$ cat config.mk
export PLATFORM = sky130hd
export DESIGN_NAME = ip_frobenius_seq
export DESIGN_NICKNAME = d
export VERILOG_FILES = /design/src/rtl/ip_gf_pkg.sv /design/src/rtl/ip_frob_lane.sv /design/src/rtl/ip_frobenius_seq.sv
export SDC_FILE = /design/constraint.sdc
export NUM_CORES = 1
export LEC_CHECK = 0
export ABC_AREA = 1
export BUFFER_PORTS_ARGS = -buffer_cell sky130_fd_sc_hd__buf_2
export CORE_MARGIN = 1
export CORE_UTILIZATION = 51
export CTS_CLUSTER_SIZE = 12
export DETAILED_ROUTE_END_ITERATION = 10
export MAX_ROUTING_LAYER = met4
export PLACE_DENSITY = 0.79
export SLEW_MARGIN = 20
export SYNTH_ARGS = -nofsm -noshare
export SYNTH_HDL_FRONTEND = slang
export SYNTH_HIERARCHICAL = 1
export SYNTH_SLANG_ARGS = --single-unit
$ cat constraint.sdc
create_clock -name clk -period 4 [get_ports clk]
set_clock_uncertainty 0.15 [all_clocks]
set_input_delay 0 -clock clk [delete_from_list [all_inputs] [get_ports clk]]
set_output_delay 0 -clock clk [all_outputs]
set_load 0.01 [all_outputs]
$ cat src/rtl/ip_gf_pkg.sv
// GF(2^8) helpers and FSM state type shared by the Frobenius unit and its lane.
// Field polynomial x^8+x^4+x^3+x+1 (0x11B); GF_POLY holds the low byte.
package ip_gf_pkg;

    localparam int GF_W = 8;
    localparam logic [GF_W-1:0] GF_POLY = 8'h1B;

    typedef enum logic [1:0] {
        IDLE = 2'd0,
        RUN  = 2'd1,
        DONE = 2'd2
    } state_t;

    function automatic logic [GF_W-1:0] gf_xtime(input logic [GF_W-1:0] a);
        return {a[6:0], 1'b0} ^ (a[7] ? GF_POLY : 8'h00);
    endfunction

    // Squaring is linear in GF(2): spread bits to even positions, then reduce.
    function automatic logic [GF_W-1:0] gf_sq8(input logic [GF_W-1:0] a);
        logic [14:0] p;
        p = '0;
        for (int i = 0; i < 8; i++) p[2*i] = a[i];
        for (int i = 14; i >= 8; i--) begin
            if (p[i]) p = p ^ (15'({1'b1, GF_POLY}) << (i - 8));
        end
        return p[GF_W-1:0];
    endfunction

endpackage

$ cat src/rtl/ip_frob_lane.sv
// One Frobenius lane: T' = sq(T) for share 0, T' = L * sq(T) for every other share.
module ip_frob_lane
    import ip_gf_pkg::*;
(
    input  logic [GF_W-1:0] i_t,
    input  logic [GF_W-1:0] i_l,
    input  logic            i_share0,
    output logic [GF_W-1:0] o_t
);

    function automatic logic [GF_W-1:0] gmul8(input logic [GF_W-1:0] a, input logic [GF_W-1:0] b);
        logic [GF_W-1:0] acc;
        logic [GF_W-1:0] x;
        acc = '0;
        x   = a;
        for (int i = 0; i < GF_W; i++) begin
            if (b[i]) acc = acc ^ x;
            x = gf_xtime(x);
        end
        return acc;
    endfunction

    logic [GF_W-1:0] w_sq;
    logic [GF_W-1:0] w_prod;

    assign w_sq   = gf_sq8(i_t);
    assign w_prod = gmul8(i_l, w_sq);
    assign o_t    = i_share0 ? w_sq : w_prod;

endmodule

$ cat src/rtl/ip_frobenius_seq.sv
// IPM Frobenius unit: raises an inner-product-masked GF(2^8) value to x^(2^K).
// Define IP_FROBENIUS_PARALLEL_EN for V lanes (one round per cycle); default is one serial lane.
module ip_frobenius_seq
    import ip_gf_pkg::*;
#(
    parameter  int V    = 8,
    parameter  int KMAX = 7,
    localparam int KW   = $clog2(KMAX + 1)
) (
    input  logic             clk,
    input  logic             rst,
    input  logic             in_valid,
    output logic             in_ready,
    input  logic [8*V-1:0]   r_in,
    input  logic [8*V-1:0]   l_in,
    input  logic [KW-1:0]    k_in,
    output logic             out_valid,
    input  logic             out_ready,
    output logic [8*V-1:0]   t_out,
    output logic             busy,
    output logic [1:0]       dbg_state
);

    localparam logic [KW:0] KMAX_EXT = (KW+1)'(KMAX);

    state_t          r_state;
    state_t          w_state_nxt;
    logic [GF_W-1:0] r_t [V];
    logic [GF_W-1:0] r_l [V];
    logic [KW-1:0]   r_round;
    logic [KW-1:0]   w_k_sat;
    logic            w_last;

    assign w_k_sat = ({1'b0, k_in} > KMAX_EXT) ? KMAX_EXT[KW-1:0] : k_in;

`ifdef IP_FROBENIUS_PARALLEL_EN
    logic [GF_W-1:0] w_lane_t [V];

    for (genvar g = 0; g < V; g++) begin : g_lane
        ip_frob_lane u_lane (
            .i_t      (r_t[g]),
            .i_l      (r_l[g]),
            .i_share0 (g == 0),
            .o_t      (w_lane_t[g])
        );
    end

    assign w_last = (r_round == KW'(1));
`else
    localparam int            IW       = $clog2(V);
    localparam logic [IW-1:0] IDX_LAST = IW'(V - 1);

    logic [IW-1:0]   r_idx;
    logic [GF_W-1:0] w_t_sel;
    logic [GF_W-1:0] w_l_sel;
    logic [GF_W-1:0] w_lane_t;

    // Select one share per cycle; shares are only routed, never combined.
    always_comb begin
        w_t_sel = '0;
        w_l_sel = '0;
        for (int i = 0; i < V; i++) begin
            if (r_idx == IW'(i)) begin
                w_t_sel = r_t[i];
                w_l_sel = r_l[i];
            end
        end
    end

    ip_frob_lane u_lane (
        .i_t      (w_t_sel),
        .i_l      (w_l_sel),
        .i_share0 (r_idx == '0),
        .o_t      (w_lane_t)
    );

    assign w_last = (r_idx == IDX_LAST) && (r_round == KW'(1));
`endif

    always_ff @(posedge clk or posedge rst) begin
        if (rst) r_state <= IDLE;
        else     r_state <= w_state_nxt;
    end

    always_comb begin
        w_state_nxt = r_state;
        case (r_state)
            IDLE: begin
                if (in_valid) begin
                    if (k_in == '0) w_state_nxt = DONE;
                    else            w_state_nxt = RUN;
                end
            end
            RUN:     if (w_last) w_state_nxt = DONE;
            DONE:    if (out_ready) w_state_nxt = IDLE;
            default: w_state_nxt = IDLE;
        endcase
    end

    always_ff @(posedge clk or posedge rst) begin
        if (rst) begin
            r_round <= '0;
            for (int i = 0; i < V; i++) begin
                r_t[i] <= '0;
                r_l[i] <= '0;
            end
`ifndef IP_FROBENIUS_PARALLEL_EN
            r_idx <= '0;
`endif
        end else begin
            case (r_state)
                IDLE: begin
                    if (in_valid) begin
                        for (int i = 0; i < V; i++) begin
                            r_t[i] <= r_in[8*i +: 8];
                            r_l[i] <= l_in[8*i +: 8];
                        end
                        r_round <= w_k_sat;
`ifndef IP_FROBENIUS_PARALLEL_EN
                        r_idx <= '0;
`endif
                    end
                end
                RUN: begin
`ifdef IP_FROBENIUS_PARALLEL_EN
                    for (int i = 0; i < V; i++) r_t[i] <= w_lane_t[i];
                    r_round <= r_round - 1'b1;
`else
                    for (int i = 0; i < V; i++) begin
                        if (r_idx == IW'(i)) r_t[i] <= w_lane_t;
                    end
                    if (r_idx == IDX_LAST) begin
                        r_idx   <= '0;
                        r_round <= r_round - 1'b1;
                    end else begin
                        r_idx <= r_idx + 1'b1;
                    end
`endif
                end
                default: ;
            endcase
        end
    end

    assign in_ready  = (r_state == IDLE);
    assign out_valid = (r_state == DONE);
    assign busy      = (r_state == RUN);
    assign dbg_state = r_state;

    // Only a finished result is visible; partial rounds never reach the bus.
    always_comb begin
        t_out = '0;
        for (int i = 0; i < V; i++) t_out[8*i +: 8] = out_valid ? r_t[i] : 8'h00;
    end

endmodule

==> reports/qor.txt, run 1 <==
Crit-path max FO: 8
Max clock buf depth: 2
Post-Syn Area: 0.00961 mm2
Syn-to-layout area delta: 41.8%
Final hold slack: 0.162 ns
Worst Setup Start Kind: flip-flop
Flops & latches, synth: 136
Finish-stage setup viols: 0
CTS H-tree lvls: 4
Core Util, Final: 0.749
Vias: 11000
Fillers: 1274
First-pass GRT wire length: 53600 um
Total Routing Usage GR: 0.363
Sequential cell area: 0.00340 mm2
Ys async rst share: 1.00
Crit-path max cell delay: 0.44 ns
DRC viols: 0
Avg Cell Area, Syn: 6.62 um2
Hold Path Stages: 3
Drt initial violations: 889
Post-synth net total: 1595
Vias per std cell: 5.34
Reg2Reg Setup Slack: 0.20 ns
Net count, final: 1964
Clk_lat worst skew: 0.43 ns
Critical path depth: 29
Top FF cell, synth: dfrtp_1
Worst r2r src: r_idx[0]
Post-synth EDFFs: 0
CTS Buf Count: 17
Slew at the pin with the worst max-slew slack: 0.972 ns
Clk sink count: 136
Ranking of synthesized cells by area: dfrtp_1, nand2_1, inv_1
Origin of the worst setup path: r_idx[0]
Synth top area share: 0.354
TritonRoute pass-1 iters: 6
Synth top cells by count: nand2_1, inv_1, nor2_1
Max_cap viols: 0
Core ar.: 0.0182 mm2
Detail Placement HPWL: 22100 um
Port bufs: 203
Die height: 139 um
I/O pin count: 204
Remaining antenna violation count: 0
Area of the multi-input gates: 0.00542 mm2
Cell accounting for the most synthesized area: dfrtp_1
Critical Path AT: 3.94 ns
Hold Vio Cnt, Final: 0
Worst-path clk slew: 0.06 ns
Worst path slowest cell: dfrtp_2
Final Instance Area: 0.0136 mm2
Initial antenna violation count: 1
Final period util: 0.950
Syn Inst Count: 1452
Worst EP required: 4.14 ns
Routed wire length: 34500 um
Placer congestion estimate: 0.946
Critical path type: reg2reg
Placed cell area: 0.0111 mm2
Number of distinct library cells after synthesis: 35
Crit path capture: r_t[59]
Register area share after synthesis: 0.354
Worst reg-to-reg path cell count: 29
Fin crit period: 3.80 ns
Clk root buf: clkbuf_16
Proportion of layout cells with a drive suffix above 1: 0.254
Critical R2R Capture: r_t[59]
Horiz. Die Dim: 139 um
Family with the most delay on the worst path: simple AND/OR/NAND/NOR gates
Max transition margin: 0.352
Fmax: 263 MHz
Vias in the first global route: 10500
Setup_tns: 0 ns
HP Start: l_in[2]
Cell with the most instances after synthesis: nand2_1
YS warnings: 6
CTS tree: built
Largest net degree at the start of global routing: 108
Routed len/inst: 16.7 um
HP Class: in2reg
Most frequent CP cell: nand2_1
Status: finished clean
Total congestion overflow: 0
Starting density of the core: 0.528
Slew Limit Fails: 0
Buf/Inv on CP: 5
Die Footprint: 0.0194 mm2
Rows: 49
Endpoint class of the critical path: flip-flop
[logic make-up (layout without fill, tap and decap cells)]
logic type,count (synthesis),in the layout,share of synthesized area
AND/OR/NAND/NOR,758,762,0.316
buffers and inverters,293,671,0.130
AO/OA/AOI/OAI,186,186,0.113
flip-flops,136,136,0.354
multiplexers,42,42,0.0492
XOR/XNOR,29,29,0.0280
adder cells (fa/ha/maj),8,8,0.0104
other,0,1,0
[per-layer routing]
| metal | GRT usage | wire length (um) |
|---|---|---|
| met1 | 0.451 | 13800 |
| met2 | 0.586 | 16200 |
| met5 | - | 0 |
| met3 | 0.0602 | 2970 |
| met4 | 0.149 | 1450 |
[final cells by class]
type	count	area share
antenna	1	0.000184
clock buffer	20	0.0328
clock inverter	12	0.00854
inverter	227	0.0636
multi-input combinational	1027	0.398
sequential	136	0.250
tap	229	0.0210
timing repair buffer	412	0.226
[how the worst min path moves through the flow]
stage | endpoint | slack (ns)
finish | r_l[58] | 0.16
CTS | r_l[58] | 0.16
floorplan | dbg_state[1] | -0.04
detailed placement | r_l[33] | 0.07
global placement | r_l[6] | 0.06
global route | r_l[54] | 0.18
[cell usage in the layout (no fill, tap or decap), types with 6 or more instances in the layout]
| cell type | n |
|---|---|
| xnor2_1 | 10 |
| clkbuf_16 | 17 |
| dfrtp_1 | 135 |
| nand3_2 | 10 |
| buf_12 | 11 |
| mux2_1 | 42 |
| inv_2 | 48 |
| buf_4 | 57 |
| o21ai_0 | 29 |
| a31oi_1 | 48 |
| nand2_4 | 20 |
| nand2_1 | 421 |
| nand2_2 | 39 |
| inv_1 | 174 |
| o21ai_1 | 42 |
| buf_2 | 203 |
| nand3b_1 | 6 |
| nor2_2 | 6 |
| a21oi_1 | 52 |
| xor2_1 | 8 |
| dlygate4sd3_1 | 135 |
| nand3_1 | 79 |
| nor2_1 | 170 |
[flip-flops by register name, summed over array words and instances (netlist names)]
signal / cells
r_round: 3
r_idx: 3
r_t: 64
r_l: 64
dbg_state: 2
[worst reg2reg max path, delay by kind of cell, from the launching register on]
| kind | cells | cell delay (ns) |
|---|---|---|
| AO/OA/AOI/OAI | 1 | 0.07 |
| XOR/XNOR | 1 | 0.24 |
| adder cells (fa/ha/maj) | 1 | 0.14 |
| buffers and inverters | 5 | 0.50 |
| flip-flops | 1 | 0.44 |
| AND/OR/NAND/NOR | 21 | 2.10 |
[per-stage QoR]
step                setup WS (ns)  std cells
finish                      0.198       2064
global route               -0.120       2064
CTS                       0.00308       2044
detailed placement         -0.137       1877
global placement           -0.104       1877
floorplan                   0.211       1452
[timing repair]
item                                   4_1_cts  5_1_grt
gates cloned                                 0        4
buffers inserted                             0       15
gates resized for setup                      5      123
pin swaps                                    0       20
endpoints found under the hold margin      239        0
setup endpoints to repair                   25       64
hold buffers                               135        0
Power of run 1 is left out: the tool's default activity adds up to more than one toggle a clock period on the data nets, which glitch-free logic cannot reach.
==> run 2, diff against run 1 <==
CORE_MARGIN = 1.5   (was 1)
==> run 2 against run 1 <==
Non-clock buffer count up 13; clock-buffer cell count decreased by 3; design area fell by 0.28%; worst hold slack lost 0.015 ns; register-to-register slack is essentially flat; die area up 1.4%; utilization decreased by 1.7 points; first-iteration DRC count up 3.5%; critical path depth fell by 2; worst setup slack worse by 0.011 ns; cell count is 0.68% higher; critical endpoint is now r_t[61].
==> reports/qor.txt, run 2 (same netlist as run 1, synthesis figures left out) <==
Initial antenna violation count: 0
Most frequent cells in the layout: nand2_1, buf_2, inv_1
Max clock buf depth: 2
Rows: 50
Routed wire length: 35200 um
Finish-stage setup viols: 0
Slew at the pin with the worst max-slew slack: 0.959 ns
Critical path type: reg2reg
I/O pin count: 204
Clk sink count: 136
Most common cell after layout, fill and taps aside: nand2_1
Die height: 140 um
Placed cell area: 0.0112 mm2
Placer congestion estimate: 0.993
DRC viols: 0
Final period util: 0.953
Slew Limit Fails: 0
Worst Setup Start Kind: flip-flop
Clk root buf: clkbuf_16
Horiz. Die Dim: 140 um
CTS tree: built
Endpoint class of the critical path: flip-flop
Largest net degree at the start of global routing: 102
CTS H-tree lvls: 4
HP Class: in2async
Critical Path AT: 3.96 ns
Detail Placement HPWL: 23300 um
Total congestion overflow: 0
Worst EP required: 4.15 ns
Port bufs: 203
Max_cap viols: 0
Hold Vio Cnt, Final: 0
Fmax: 262 MHz
Most frequent CP cell: nand2_1
Worst path slowest cell: dfrtp_2
Fillers: 1335
Crit-path max FO: 11
Routed len/inst: 17.0 um
First-pass GRT wire length: 54500 um
N_diodes: 0
Core ar.: 0.0186 mm2
Regs by FF count: r_l: 64 flops, r_t: 64 flops
CTS Buf Count: 17
Vias per std cell: 5.36
Status: finished clean
Clk_lat worst skew: 0.44 ns
Die Footprint: 0.0197 mm2
TritonRoute pass-1 iters: 7
Final hold slack: 0.147 ns
Total Routing Usage GR: 0.367
Worst-path clk slew: 0.08 ns
Remaining antenna violation count: 0
Final Instance Area: 0.0136 mm2
Proportion of layout cells with a drive suffix above 1: 0.253
Drt initial violations: 920
Fin crit period: 3.81 ns
Vias in the first global route: 10600
Net count, final: 1974
Vias: 11100
Max transition margin: 0.361
Syn-to-layout area delta: 41.4%
Crit-path max cell delay: 0.44 ns
Starting density of the core: 0.517
-- run 2: cell count changes in the layout (fill, tap and decap cells not counted), sizes merged, moves of 2 or more --
cell and change:
clkbuf -3, inv +4, buf +13, nand2 -2
-- run 2: worst paths after layout --
| kind | start | endpoint | slack (ns) | cells past startpoint |
|---|---|---|---|---|
| worst max-delay path | r_idx[0] | r_t[61] | 0.19 | 27 |
| worst max register to register | r_idx[0] | r_t[61] | 0.19 | 27 |
| min in group clk | l_in[24] | r_l[32] | 0.17 | 3 |
| worst min-delay path | rst | r_l[56] | 0.15 | 3 |
| worst min register to register | r_l[63] | r_l[63] | 0.35 | 1 |
| max in group asynchronous | rst | r_t[28] | 2.46 | 4 |
-- run 2: layout make-up --
cell class                 count  area, um2  area share
timing repair buffer         425       3170       0.233
clock buffer                  17        425      0.0313
tap                          234        293      0.0215
multi-input combinational   1024       5280       0.388
sequential                   136       3400       0.250
clock inverter                15        160      0.0118
inverter                     227        867      0.0638
-- run 2: per-stage QoR --
step	setup WS (ns)	util	setup TNS, ns	cells
floorplan	0.211	-	0	1452
global route	-0.0497	0.732	-0.438	2078
detailed placement	-0.0394	0.603	-0.168	1895
global placement	-0.00524	0.603	-0.00524	1895
finish	0.188	0.732	0	2078
CTS	0.0427	0.708	0	2062
-- run 2: what timing repair did --
action	4_1_cts	5_1_grt
endpoints found under the hold margin	233	0
gates resized for setup	2	102
buffers inserted	0	15
hold buffers	135	0
setup endpoints to repair	10	64
pin swaps	0	17
cloned	0	1
-- run 2: critical path, delay by kind of cell (launching register included) --
kind                     cells  cell delay [ns]
buffers and inverters        6             0.89
adder cells (fa/ha/maj)      1             0.18
flip-flops                   1             0.44
AO/OA/AOI/OAI                2             0.17
AND/OR/NAND/NOR             17             1.60
XOR/XNOR                     1             0.24
-- run 2: routing by layer --
metal	up-vias	routed length, um	GRT usage
met4	0	1500	0.143
met1	5144	13900	0.444
met2	615	17100	0.617
met3	123	2770	0.0557
li1	5261	-	-
met5	-	0	-
Power of run 2 is left out for the same reason.
